[src/rtl/pipe_ctrl_pkg.sv]
// Shared definitions for the pipeline stall/flush controller.
package pipe_ctrl_pkg;

  // Controller states; encoding 2'd3 is unused and behaves as ST_RUN.
  typedef enum logic [1:0] {
    ST_RUN     = 2'd0,
    ST_LDSTALL = 2'd1,
    ST_MCWAIT  = 2'd2
  } state_t;

  // Legal range of load-use stall cycles.
  localparam int unsigned LD_STALL_MIN = 1;
  localparam int unsigned LD_STALL_MAX = 3;

  // Width of the load-use down-counter (holds at most LD_STALL_MAX-1).
  localparam int unsigned LD_CNT_W = 2;

endpackage

[src/rtl/pipe_hazard_cmp.sv]
// Load-use hazard detect: the load in EX writes a register the OF instruction reads.
module pipe_hazard_cmp (
  input  logic [3:0] of_rs1,
  input  logic       of_rs1_vld,
  input  logic [3:0] of_rs2,
  input  logic       of_rs2_vld,
  input  logic       ex_vld,
  input  logic [3:0] ex_rd,
  input  logic       ex_is_ld,
  output logic       hazard
);

  // Purely combinational source/destination match.
  always_comb begin
    hazard = ex_vld & ex_is_ld &
             ((of_rs1_vld & (of_rs1 == ex_rd)) |
              (of_rs2_vld & (of_rs2 == ex_rd)));
  end

endmodule

[src/rtl/pipe_ctrl.sv]
// Pipeline control: load-use stalls, taken-branch flush, multi-cycle op wait.
module pipe_ctrl
  import pipe_ctrl_pkg::*;
#(
  parameter int unsigned LD_STALL = 1,
  parameter int unsigned CNT_W    = 16
) (
  input  logic             clk,
  input  logic             rst,
  input  logic [3:0]       of_rs1,
  input  logic             of_rs1_vld,
  input  logic [3:0]       of_rs2,
  input  logic             of_rs2_vld,
  input  logic             ex_vld,
  input  logic [3:0]       ex_rd,
  input  logic             ex_is_ld,
  input  logic             ex_br_taken,
  input  logic             ex_mc_start,
  input  logic             mc_done,
  output logic             pc_en,
  output logic             ifof_en,
  output logic             ifof_flush,
  output logic             ofex_en,
  output logic             ofex_bubble,
  output logic             exma_bubble,
  output logic [1:0]       state,
  output logic [CNT_W-1:0] stall_cnt
);

  if (LD_STALL < LD_STALL_MIN || LD_STALL > LD_STALL_MAX) begin : g_bad_ld_stall
    $error("pipe_ctrl: LD_STALL out of legal range");
  end

  state_t              state_q, state_d;
  logic [LD_CNT_W-1:0] ld_cnt_q, ld_cnt_d;
  logic                hazard;

  pipe_hazard_cmp u_hazard (
    .of_rs1     (of_rs1),
    .of_rs1_vld (of_rs1_vld),
    .of_rs2     (of_rs2),
    .of_rs2_vld (of_rs2_vld),
    .ex_vld     (ex_vld),
    .ex_rd      (ex_rd),
    .ex_is_ld   (ex_is_ld),
    .hazard     (hazard)
  );

  assign state = state_q;

  // Next state and same-cycle control outputs; reset forces the RUN defaults.
  always_comb begin
    pc_en       = 1'b1;
    ifof_en     = 1'b1;
    ifof_flush  = 1'b0;
    ofex_en     = 1'b1;
    ofex_bubble = 1'b0;
    exma_bubble = 1'b0;
    state_d     = ST_RUN;
    ld_cnt_d    = ld_cnt_q;
    if (!rst) begin
      case (state_q)
        ST_LDSTALL: begin
          pc_en       = 1'b0;
          ifof_en     = 1'b0;
          ofex_bubble = 1'b1;
          ld_cnt_d    = ld_cnt_q - LD_CNT_W'(1);
          state_d     = (ld_cnt_q == LD_CNT_W'(1)) ? ST_RUN : ST_LDSTALL;
        end
        ST_MCWAIT: begin
          if (!mc_done) begin
            pc_en       = 1'b0;
            ifof_en     = 1'b0;
            ofex_en     = 1'b0;
            exma_bubble = 1'b1;
            state_d     = ST_MCWAIT;
          end
        end
        default: begin
          if (ex_br_taken) begin
            ifof_flush  = 1'b1;
            ofex_bubble = 1'b1;
          end else if (ex_vld && ex_mc_start && !mc_done) begin
            pc_en       = 1'b0;
            ifof_en     = 1'b0;
            ofex_en     = 1'b0;
            exma_bubble = 1'b1;
            state_d     = ST_MCWAIT;
          end else if (hazard) begin
            pc_en       = 1'b0;
            ifof_en     = 1'b0;
            ofex_bubble = 1'b1;
            // The RUN cycle itself is the first stall cycle.
            if (LD_STALL > 1) begin
              state_d  = ST_LDSTALL;
              ld_cnt_d = LD_CNT_W'(LD_STALL - 1);
            end
          end
        end
      endcase
    end
  end

  // State and load-use counter registers.
  always_ff @(posedge clk) begin
    if (rst) begin
      state_q  <= ST_RUN;
      ld_cnt_q <= '0;
    end else begin
      state_q  <= state_d;
      ld_cnt_q <= ld_cnt_d;
    end
  end

  // Saturating count of cycles with the PC held.
  always_ff @(posedge clk) begin
    if (rst) begin
      stall_cnt <= '0;
    end else if (!pc_en && stall_cnt != '1) begin
      stall_cnt <= stall_cnt + CNT_W'(1);
    end
  end

endmodule
[config.mk]
export PLATFORM = sky130hd
export DESIGN_NAME = pipe_ctrl
export DESIGN_NICKNAME = d
export VERILOG_FILES = /design/src/rtl/pipe_ctrl_pkg.sv /design/src/rtl/pipe_hazard_cmp.sv /design/src/rtl/pipe_ctrl.sv
export SDC_FILE = /design/constraint.sdc
export NUM_CORES = 1
export LEC_CHECK = 0
export ABC_AREA = 1
export CELL_PAD_IN_SITES_DETAIL_PLACEMENT = 1
export CELL_PAD_IN_SITES_GLOBAL_PLACEMENT = 1
export CORE_ASPECT_RATIO = 1.1
export CORE_MARGIN = 2
export CORE_UTILIZATION = 29
export CTS_CLUSTER_DIAMETER = 200
export CTS_CLUSTER_SIZE = 12
export DETAILED_ROUTE_END_ITERATION = 10
export PLACE_DENSITY_LB_ADDON = 0.1
export SYNTH_ARGS = -nofsm -noshare
export SYNTH_HDL_FRONTEND = slang
export SYNTH_SLANG_ARGS = --single-unit
[constraint.sdc]
create_clock -name clk -period 1.57 [get_ports clk]
set_input_delay 0.157 -clock clk [delete_from_list [all_inputs] [get_ports clk]]
set_output_delay 0.157 -clock clk [all_outputs]
set_load 0.05 [all_outputs]
* Word-level counts from Yosys, hierarchy flattened
Index checks and enable logic that the tools add are counted.
** Word-level totals
- Register bits after elaboration :: 20
- Input bits :: 21
- Logic and storage cells :: 50
- Bits in latches :: 0
- Bits in read-only memories :: 0
- Bits in writable memories :: 0
- Memories :: 0
** Operators by class
- Order comparisons :: 0
- Multiply operators :: 0
- Divide/modulo/power cells :: 0
- Bitwise operators :: 5
- Multiplexer cells :: 28
- $add $sub $neg :: 2
- Eq/ne operators :: 6
- Reduce and logical (&&, ||, !) cells :: 6
- Shift operators :: 0
** Operators with widths (number)
- 1-bit two-way mux :: 20
- 16-bit by 1-bit adder with 16-bit output (second input constant) :: 1
- 16-bit inequality test (second input constant) :: 1
- 4-bit equality test :: 2
- 1-bit case mux with 2 select lines :: 4
- 2-bit two-way mux :: 3
- 1-bit bitwise AND :: 4
- 2-bit by 1-bit equality test with 1-bit output (second input constant) :: 2
- 2-bit case mux with 2 select lines :: 1
- 1-bit logical AND :: 3
- 2-bit equality test (second input constant) :: 1
- 1-bit zero test :: 2
- 2-bit OR reduction :: 1
- 2-bit by 1-bit subtractor with 2-bit output (second input constant) :: 1
- 1-bit bitwise OR :: 1

* Logic depth before layout (Yosys ltp)
Gate-level depths: netlist of the first run.
- Depth after elaboration :: 11
- Gate-level depth with buffers :: 12

* Hierarchy
A second synthesis of the first run with hierarchy kept.
** Second synthesis, totals
- Cell total of the unflattened synthesis :: 234
- Area, all modules :: 1492.7 um2
** By module, submodules not included
- pipe_ctrl :: area each 1343.8 um2, instances 1, cells each 200, seq. area each 400.4 um2
- pipe_hazard_cmp :: area each 148.9 um2, instances 1, cells each 34, seq. area each 0.0 um2

* Worst setup path after synthesis of the first run
No wires, ideal clock.
- Kind :: flip-flop to output port
- Start point :: reg state_q[0] (netlist: state[0])
- End point :: out pc_en
- Buffers on the path :: 2
- Stages on the path, launching flop included :: 9
- Path slack :: -1.005 ns
- Data arrival time :: 2.418 ns
- Cell sequence :: dfxtp_1 > inv_1 > ha_1 > nand2_1 > nand2_1 > a21oi_2 > clkbuf_1 > nand2_1 > buf_4
** On the way
- Word-level cells in the longest chain between the ends :: 3
** RTL lines
- from (decl) :: line pipe_ctrl.sv:34 : state_t state_q, state_d;
- from (signal assigned) :: line pipe_ctrl.sv:110 : state_q <= state_d;
- 2-bit equality test or 2-bit by 1-bit equality test with 1-bit output (tied branches)
- 1-bit case mux with 2 select lines *
- 1-bit two-way mux *
- to (decl) :: line pipe_ctrl.sv:20 : output logic pc_en,
Every way passes the cells marked *; elsewhere a longest branch is shown, timed or not.

* Worst setup path in the final report of the first run
- Start point :: reg state_q[0] (netlist: state[0])
- End point :: out exma_bubble
** On the way
- Word-level cells in the longest chain between the ends :: 3
** RTL lines
- 2-bit equality test or 2-bit by 1-bit equality test with 1-bit output (tied branches) :: line pipe_ctrl.sv:62 : case (state_q)
- 1-bit case mux with 2 select lines * :: line pipe_ctrl.sv:62
- 1-bit two-way mux * :: line pipe_ctrl.sv:61 : if (!rst) begin
- to (decl) :: line pipe_ctrl.sv:25 : output logic exma_bubble,
Marked as above.

==> results.py, run 1 <==
metrics = {
    "cts": {
        "insertion_delay_ns": 0.26,
        "cts_buffer_depth": 2,
        "cts_sinks": 20,
        "path_clk_slew_ns": 0.08,
        "cts-root-buf": "clkbuf_8",
        "cts_buffers": 3,
        "hold_buffers": 0,
        "cts_tree": "built",
        "cts_max_level": 1,
    },
    "critical_path": {
        "start_kind": "flip-flop",
        "r2r-end": "stall_cnt[0]",
        "worstSetupPathDepth": 7,
        "cp_max_fo": 5,
        "cp_top_family": "buffers and inverters",
        "r2r_setup_slack_ns": -0.09,
        "worstSetupEndpointType": "primary output",
        "setup.worst_path.start": "state[0]",
        "worstSetupPathType": "flip-flop to primary output",
        "reg2reg_depth": 11,
        "cp_slowest_stage_delay_ns": 0.37,
        "path_buf_inv": 4,
        "cp_slowest_cell": "dfxtp_4",
        "worstReg2RegStart": "state[0]",
        "worstPathArrival_ns": 1.55,
        "worstPathRequired_ns": 1.41,
        "endpoint": "exma_bubble",
        "path_cells": "inv_4, ha_4, inv_6, buf_4, nand3_2, a21oi_4, buf_12",
    },
    "detailed_routing": {
        "dr_total_vias": 1702,
        "top_layer": "met4",
        "route.detailed.drc": 0,
        "wl_um": 5090,
        "drtIter0Drc": 43,
        "route.layer.met1.wl_um": 2100,
        "dr_wl_met3_um": 136,
        "vias_per_cell": 4.88,
        "wire_per_inst_um": 14.6,
        "ant_nets": 0,
        "dr_wl_met2_um": 2780,
        "drtPass1Iterations": 4,
    },
    "global_routing": {
        "grtUsageTotal_pct": 18.7,
        "grt_pass1_wl_um": 8300,
        "grt_pass1_vias": 1781,
        "antenna_found_initial": 0,
        "grt_start_max_net_pins": 21,
        "overflow": 0,
    },
    "floorplan": {
        "core_area_mm2": 0.00472,
        "ios": 45,
        "dieHeight_um": 77.9,
        "die_area_mm2": 0.00555,
        "core.rowCount": 26,
        "die_w_um": 71.2,
        "start_util_pct": 30.6,
    },
    "yosys": {
        "syn_inst": 220,
        "ys_ff_latch": 20,
        "avgSynthCellArea_um2": 6.55,
        "yosys.cell_types.count": 25,
        "synth_area_mm2": 0.00144,
        "syn_nets": 245,
        "synth-seq-area-share_pct": 27.8,
        "synth_top_area_share_pct": 27.8,
        "synth_top_area_cell": "dfxtp_1",
        "synthTopCellsByArea": "dfxtp_1 (28%), nand2_1 (16%), nand4_1 (7.4%), nor2_1 (7.0%), inv_1 (6.5%)",
        "yosysWarnings": 0,
    },
    "timing": {
        "finClkSkew_ns": 0.00321,
        "rsz0062_at_grt": "true",
        "period_minus_slack_ns": 1.70,
        "slew_viol_final": 0,
        "timing.final.ws_setup_ns": -0.132,
        "slew_headroom_pct": 76.4,
        "clock.fmax_mhz": 587,
        "tightest_slew_ns": 0.355,
        "setup_viol": 21,
        "hold_viol": 0,
        "fin_crit_sh_pct": 108,
    },
    "pwr": {
        "power.leakage_nw": 1.11,
        "power.density_mw_per_mm2": 463,
        "ir_drop_uv": 478,
    },
    "hold_path": {
        "worstHoldPathType": "flip-flop to flip-flop",
        "hold_depth": 2,
    },
    "final_layout": {
        "diodes": 0,
        "area_delta_synth_final_pct": 79.5,
        "drive_above_1_share_pct": 47.1,
        "regArea_um2": 430,
        "nNetsFinal": 319,
        "fill_cells": 587,
        "multi_input_area_mm2": 0.00117,
        "final_area_mm2": 0.00259,
        "final_cells": 349,
    },
    "placed_design": {
        "placed_area_mm2": 0.00218,
        "hpwl_um": 3580,
        "dp.cells": 332,
        "io_buffer_count": 44,
        "place.gp.congestion": 0.771,
    },
    "outcome": {
        "outcome": "complete, but fails checks",
        "violations": "negative setup slack",
    },
    "flow_run": {
        "cap_violations": 0,
    },
}
## per-layer routing
layer	track usage (%)	up-vias
met5	0	-
met1	22.0	816
met4	5.28	0
li1	-	859
met3	2.86	6
met2	34.3	21
## cell usage after synthesis
library cell,n
nor2_1,27
buf_1,2
xnor2_1,5
a21oi_1,9
dfxtp_1,20
clkinv_1,1
nor3_1,3
nand4_1,17
nand2_2,1
clkbuf_1,2
o21ai_0,2
a21oi_2,10
nand4_4,1
nand3_2,1
xor2_1,9
buf_2,1
nand3_1,13
inv_1,25
nor3_4,1
nand2_1,61
nor2_4,1
inv_2,2
buf_4,1
buf_6,1
ha_1,4
## cells by family (layout without fill, tap and decap cells)
| logic type | Yosys count | count (layout) | share of synthesized area (%) |
|---|---|---|---|
| flops | 20 | 20 | 27.8 |
| compound gates | 21 | 21 | 9.90 |
| buf+inv | 35 | 108 | 9.98 |
| simple gates | 126 | 126 | 40.4 |
| xor+xnor | 14 | 14 | 8.51 |
| fa+ha+maj | 4 | 4 | 3.47 |
## stage by stage
step	util, %	TNS [ns]	hold WS, ns	worst slack [ns]	total power (W)
5_1_grt	54.9	-2.26	0.508	-0.184	0.00125
3_5_place_dp	46.3	-4.96	0.475	-0.310	0.000757
2_1_floorplan	-	-0.582	0.309	-0.0859	0.000630
6_report	54.9	-1.13	0.479	-0.132	0.00120
4_1_cts	50.4	-1.40	0.487	-0.133	0.00119
3_3_place_gp	46.3	-4.13	0.452	-0.229	0.000753
## sequential cells by signal, summed over array words and instances (netlist names)
register,flops
ld_cnt_q,2
stall_cnt,16
state,2
## final cells by class
cell class | count | area share [%]
clock buffers | 4 | 2.13
inverters | 28 | 4.35
multi-input cells | 165 | 45.4
flip-flops and latches | 20 | 16.6
well taps | 56 | 2.71
repair buffers | 76 | 28.8
## worst min path at each step
stage | startpoint | endpoint | slack, ns
after CTS | ld_cnt_q[1] | ld_cnt_q[1] | 0.49
final | ld_cnt_q[1] | ld_cnt_q[1] | 0.48
after global routing | ld_cnt_q[1] | ld_cnt_q[1] | 0.51
after global placement | ld_cnt_q[1] | ld_cnt_q[1] | 0.45
after floorplan | rst | stall_cnt[0] | 0.31
after detailed placement | ld_cnt_q[1] | ld_cnt_q[1] | 0.48
## report_power, final
part / total (W) / internal, W / leakage [nW] / switching (W)
logic: 0.000287 / 0.000139 / 0.911 / 0.000147
registers: 0.000504 / 0.000502 / 0.171 / 0.00000240
clock network: 0.000408 / 0.000224 / 0.0288 / 0.000184
## placed cells by master (no fill, tap or decap), drive strengths merged
cell           netlist  final
o21ai                2      2
buf                  5     56
clkinv               1      1
inv                 27     27
clkdlybuf4s50        0     10
nor2                28     28
nand2               62     62
dlygate4sd2          0     10
dfxtp               20     20
nand4               18     18
a21oi               19     19
xor2                 9      9
ha                   4      4
xnor2                5      5
nand3               14     14
nor3                 4      4
clkbuf               2      4
## worst min-delay path, stage by stage, from the launching register on
cell	delay, ns
dfxtp_1	0.31
inv_1	0.07
a21oi_1	0.07
## what timing repair did
| action | in CTS | in global routing |
|---|---|---|
| cloned | 1 | 0 |
| pin swaps | 16 | 18 |
| resized for setup | 31 | 49 |
| setup buffers | 7 | 5 |
| endpoints found under the setup margin | 6 | 21 |
No activity file was read; power rests on OpenSTA's default activity.
==> inputs of run 2 (changes only) <==
--- a/config.mk
+++ b/config.mk
@@ -9,7 +9,7 @@
 export CELL_PAD_IN_SITES_DETAIL_PLACEMENT = 1
 export CELL_PAD_IN_SITES_GLOBAL_PLACEMENT = 1
 export CORE_ASPECT_RATIO = 1.1
-export CORE_MARGIN = 2
+export CORE_MARGIN = 1.5
 export CORE_UTILIZATION = 29
 export CTS_CLUSTER_DIAMETER = 200
 export CTS_CLUSTER_SIZE = 12
==> run 2 against run 1 <==
  * The flow still finishes with violations (negative setup slack)
  * Die area down 2.7%
  * Combinational power down 7.0%
  * Maximum frequency is 0.48% lower
  * Via count decreased by 3.0%
  * Sequential share of layout area is 1.1 points higher
  * Register-to-register slack gained 0.07 ns
  * Clock skew rose by 0.0030 ns
==> results.py, run 2 (synthesis results as in run 1) <==
metrics = {
    "critical_path": {
        "worstPathArrival_ns": 1.55,
        "worstSetupEndpointType": "primary output",
        "worstSetupPathType": "flip-flop to primary output",
        "start_kind": "flip-flop",
        "worstPathRequired_ns": 1.41,
        "cp_max_fo": 5,
    },
    "final_layout": {
        "area_delta_synth_final_pct": 68.2,
        "final_cells": 345,
        "final_common_cell": "nand2_1",
        "diodes": 0,
        "regArea_um2": 430,
        "largest_reg_flops": 16,
        "nNetsFinal": 315,
        "layout_common_cells": "nand2_1 (53), buf_4 (39), nor2_1 (25), inv_1 (22), nand4_1 (17)",
        "drive_above_1_share_pct": 38.1,
        "top_register": "stall_cnt",
        "multi_input_area_mm2": 0.00103,
        "final_area_mm2": 0.00242,
        "fill_cells": 581,
    },
    "detailed_routing": {
        "route.detailed.drc": 0,
        "drtIter0Drc": 57,
        "wl_um": 4900,
        "drtPass1Iterations": 4,
        "dr_total_vias": 1651,
        "ant_nets": 0,
        "wire_per_inst_um": 14.2,
        "vias_per_cell": 4.79,
    },
    "placed_design": {
        "placed_area_mm2": 0.00218,
        "place.gp.congestion": 0.770,
        "place_ws_ns": -0.269,
        "hpwl_um": 3460,
        "dp.cells": 332,
        "io_buffer_count": 44,
    },
    "floorplan": {
        "die_w_um": 70.2,
        "dieHeight_um": 76.9,
        "core.rowCount": 26,
        "die_area_mm2": 0.00540,
        "core_area_mm2": 0.00472,
        "ios": 45,
        "start_util_pct": 30.6,
    },
    "cts": {
        "cts_max_level": 1,
        "cts_sinks": 20,
        "cts_buffer_depth": 2,
        "insertion_delay_ns": 0.27,
        "cts_tree": "built",
        "hold_buffers": 0,
        "path_clk_slew_ns": 0.08,
        "cts-root-buf": "clkbuf_8",
        "cts_buffers": 3,
    },
    "pwr": {
        "finalPower_w": 0.00130,
        "power.density_mw_per_mm2": 535,
        "power.leakage_nw": 1.07,
        "ir_drop_uv": 336,
    },
    "global_routing": {
        "grt_pass1_wl_um": 8000,
        "grt_start_max_net_pins": 21,
        "overflow": 0,
        "antenna_found_initial": 0,
        "grt_pass1_vias": 1727,
        "grtUsageTotal_pct": 17.9,
    },
    "timing": {
        "fin_crit_sh_pct": 109,
        "slew_viol_final": 0,
        "tightest_slew_ns": 0.365,
        "setup_tns_ns": -0.701,
        "period_minus_slack_ns": 1.71,
        "timing.final.ws_setup_ns": -0.141,
        "rsz0062_at_grt": "true",
        "setup_viol": 13,
        "hold_viol": 0,
        "finClkSkew_ns": 0.00616,
        "clock.fmax_mhz": 585,
        "slew_headroom_pct": 75.6,
    },
    "flow_run": {
        "cap_violations": 0,
    },
    "outcome": {
        "outcome": "complete, but fails checks",
        "violations": "negative setup slack",
    },
    "hold_path": {
        "worstHoldPathType": "flip-flop to flip-flop",
    },
}
run 2: cell count changes in the layout (fill, tap and decap cells not counted), moves of 2 or more:
cell / previous run / this run
a21oi_1: 2 / 5
a21oi_2: 15 / 12
buf_4: 42 / 39
buf_6: 4 / 2
nand2_1: 37 / 53
nand2_4: 17 / 2
nor2_1: 21 / 25
nor2_2: 3 / 0
run 2: timing repair:
item,in CTS,in global routing
pin swaps,12,5
setup endpoints to repair,5,22
resized for setup,24,15
setup buffers,5,3
gates cloned,0,1
run 2: through the flow:
step,hold WS (ns),utilization [%]
global placement,0.452,46.3
CTS,0.490,49.2
finish,0.476,51.4
global route,0.515,51.4
floorplan,0.309,-
detailed placement,0.477,46.3
run 2: layout make-up:
| class | count | share of cell area [%] |
|---|---|---|
| multi-input combinational | 165 | 42.4 |
| timing repair buffer | 72 | 29.5 |
| tap | 56 | 2.89 |
| clock buffer | 3 | 1.70 |
| clock inverter | 1 | 1.24 |
| inverter | 28 | 4.54 |
| sequential | 20 | 17.8 |
run 2: power breakdown:
part	internal (W)	total, W	switching [W]
logic	0.000132	0.000267	0.000135
clock network	0.000341	0.000527	0.000186
registers	0.000502	0.000504	0.00000217
total	0.000974	0.00130	0.000324
run 2: final timing paths:
path,startpoint,endpoint,slack (ns),cells after the start
setup / recovery,state[0],ofex_bubble,-0.14,7
hold / removal,ld_cnt_q[1],ld_cnt_q[1],0.48,2
setup reg to reg,state[0],stall_cnt[1],-0.02,10
hold reg to reg,ld_cnt_q[1],ld_cnt_q[1],0.48,2
run 2: layer usage:
metal,wire [um],up-vias,share of wire (%),track usage (%)
met4,54,0,1.1,3.27
met1,2170,772,44,22.7
met5,0,-,0,0
li1,-,848,-,-
met2,2560,25,52,31.7
met3,110,6,2.2,2.89
run 2: worst max-delay path, cell delays in order (launching register included):
cell and delay [ns]:
dfxtp_4 0.36, inv_2 0.04, ha_4 0.29, inv_6 0.05, nand2_1 0.10, nand2_1 0.09
a21oi_2 0.19, buf_12 0.16
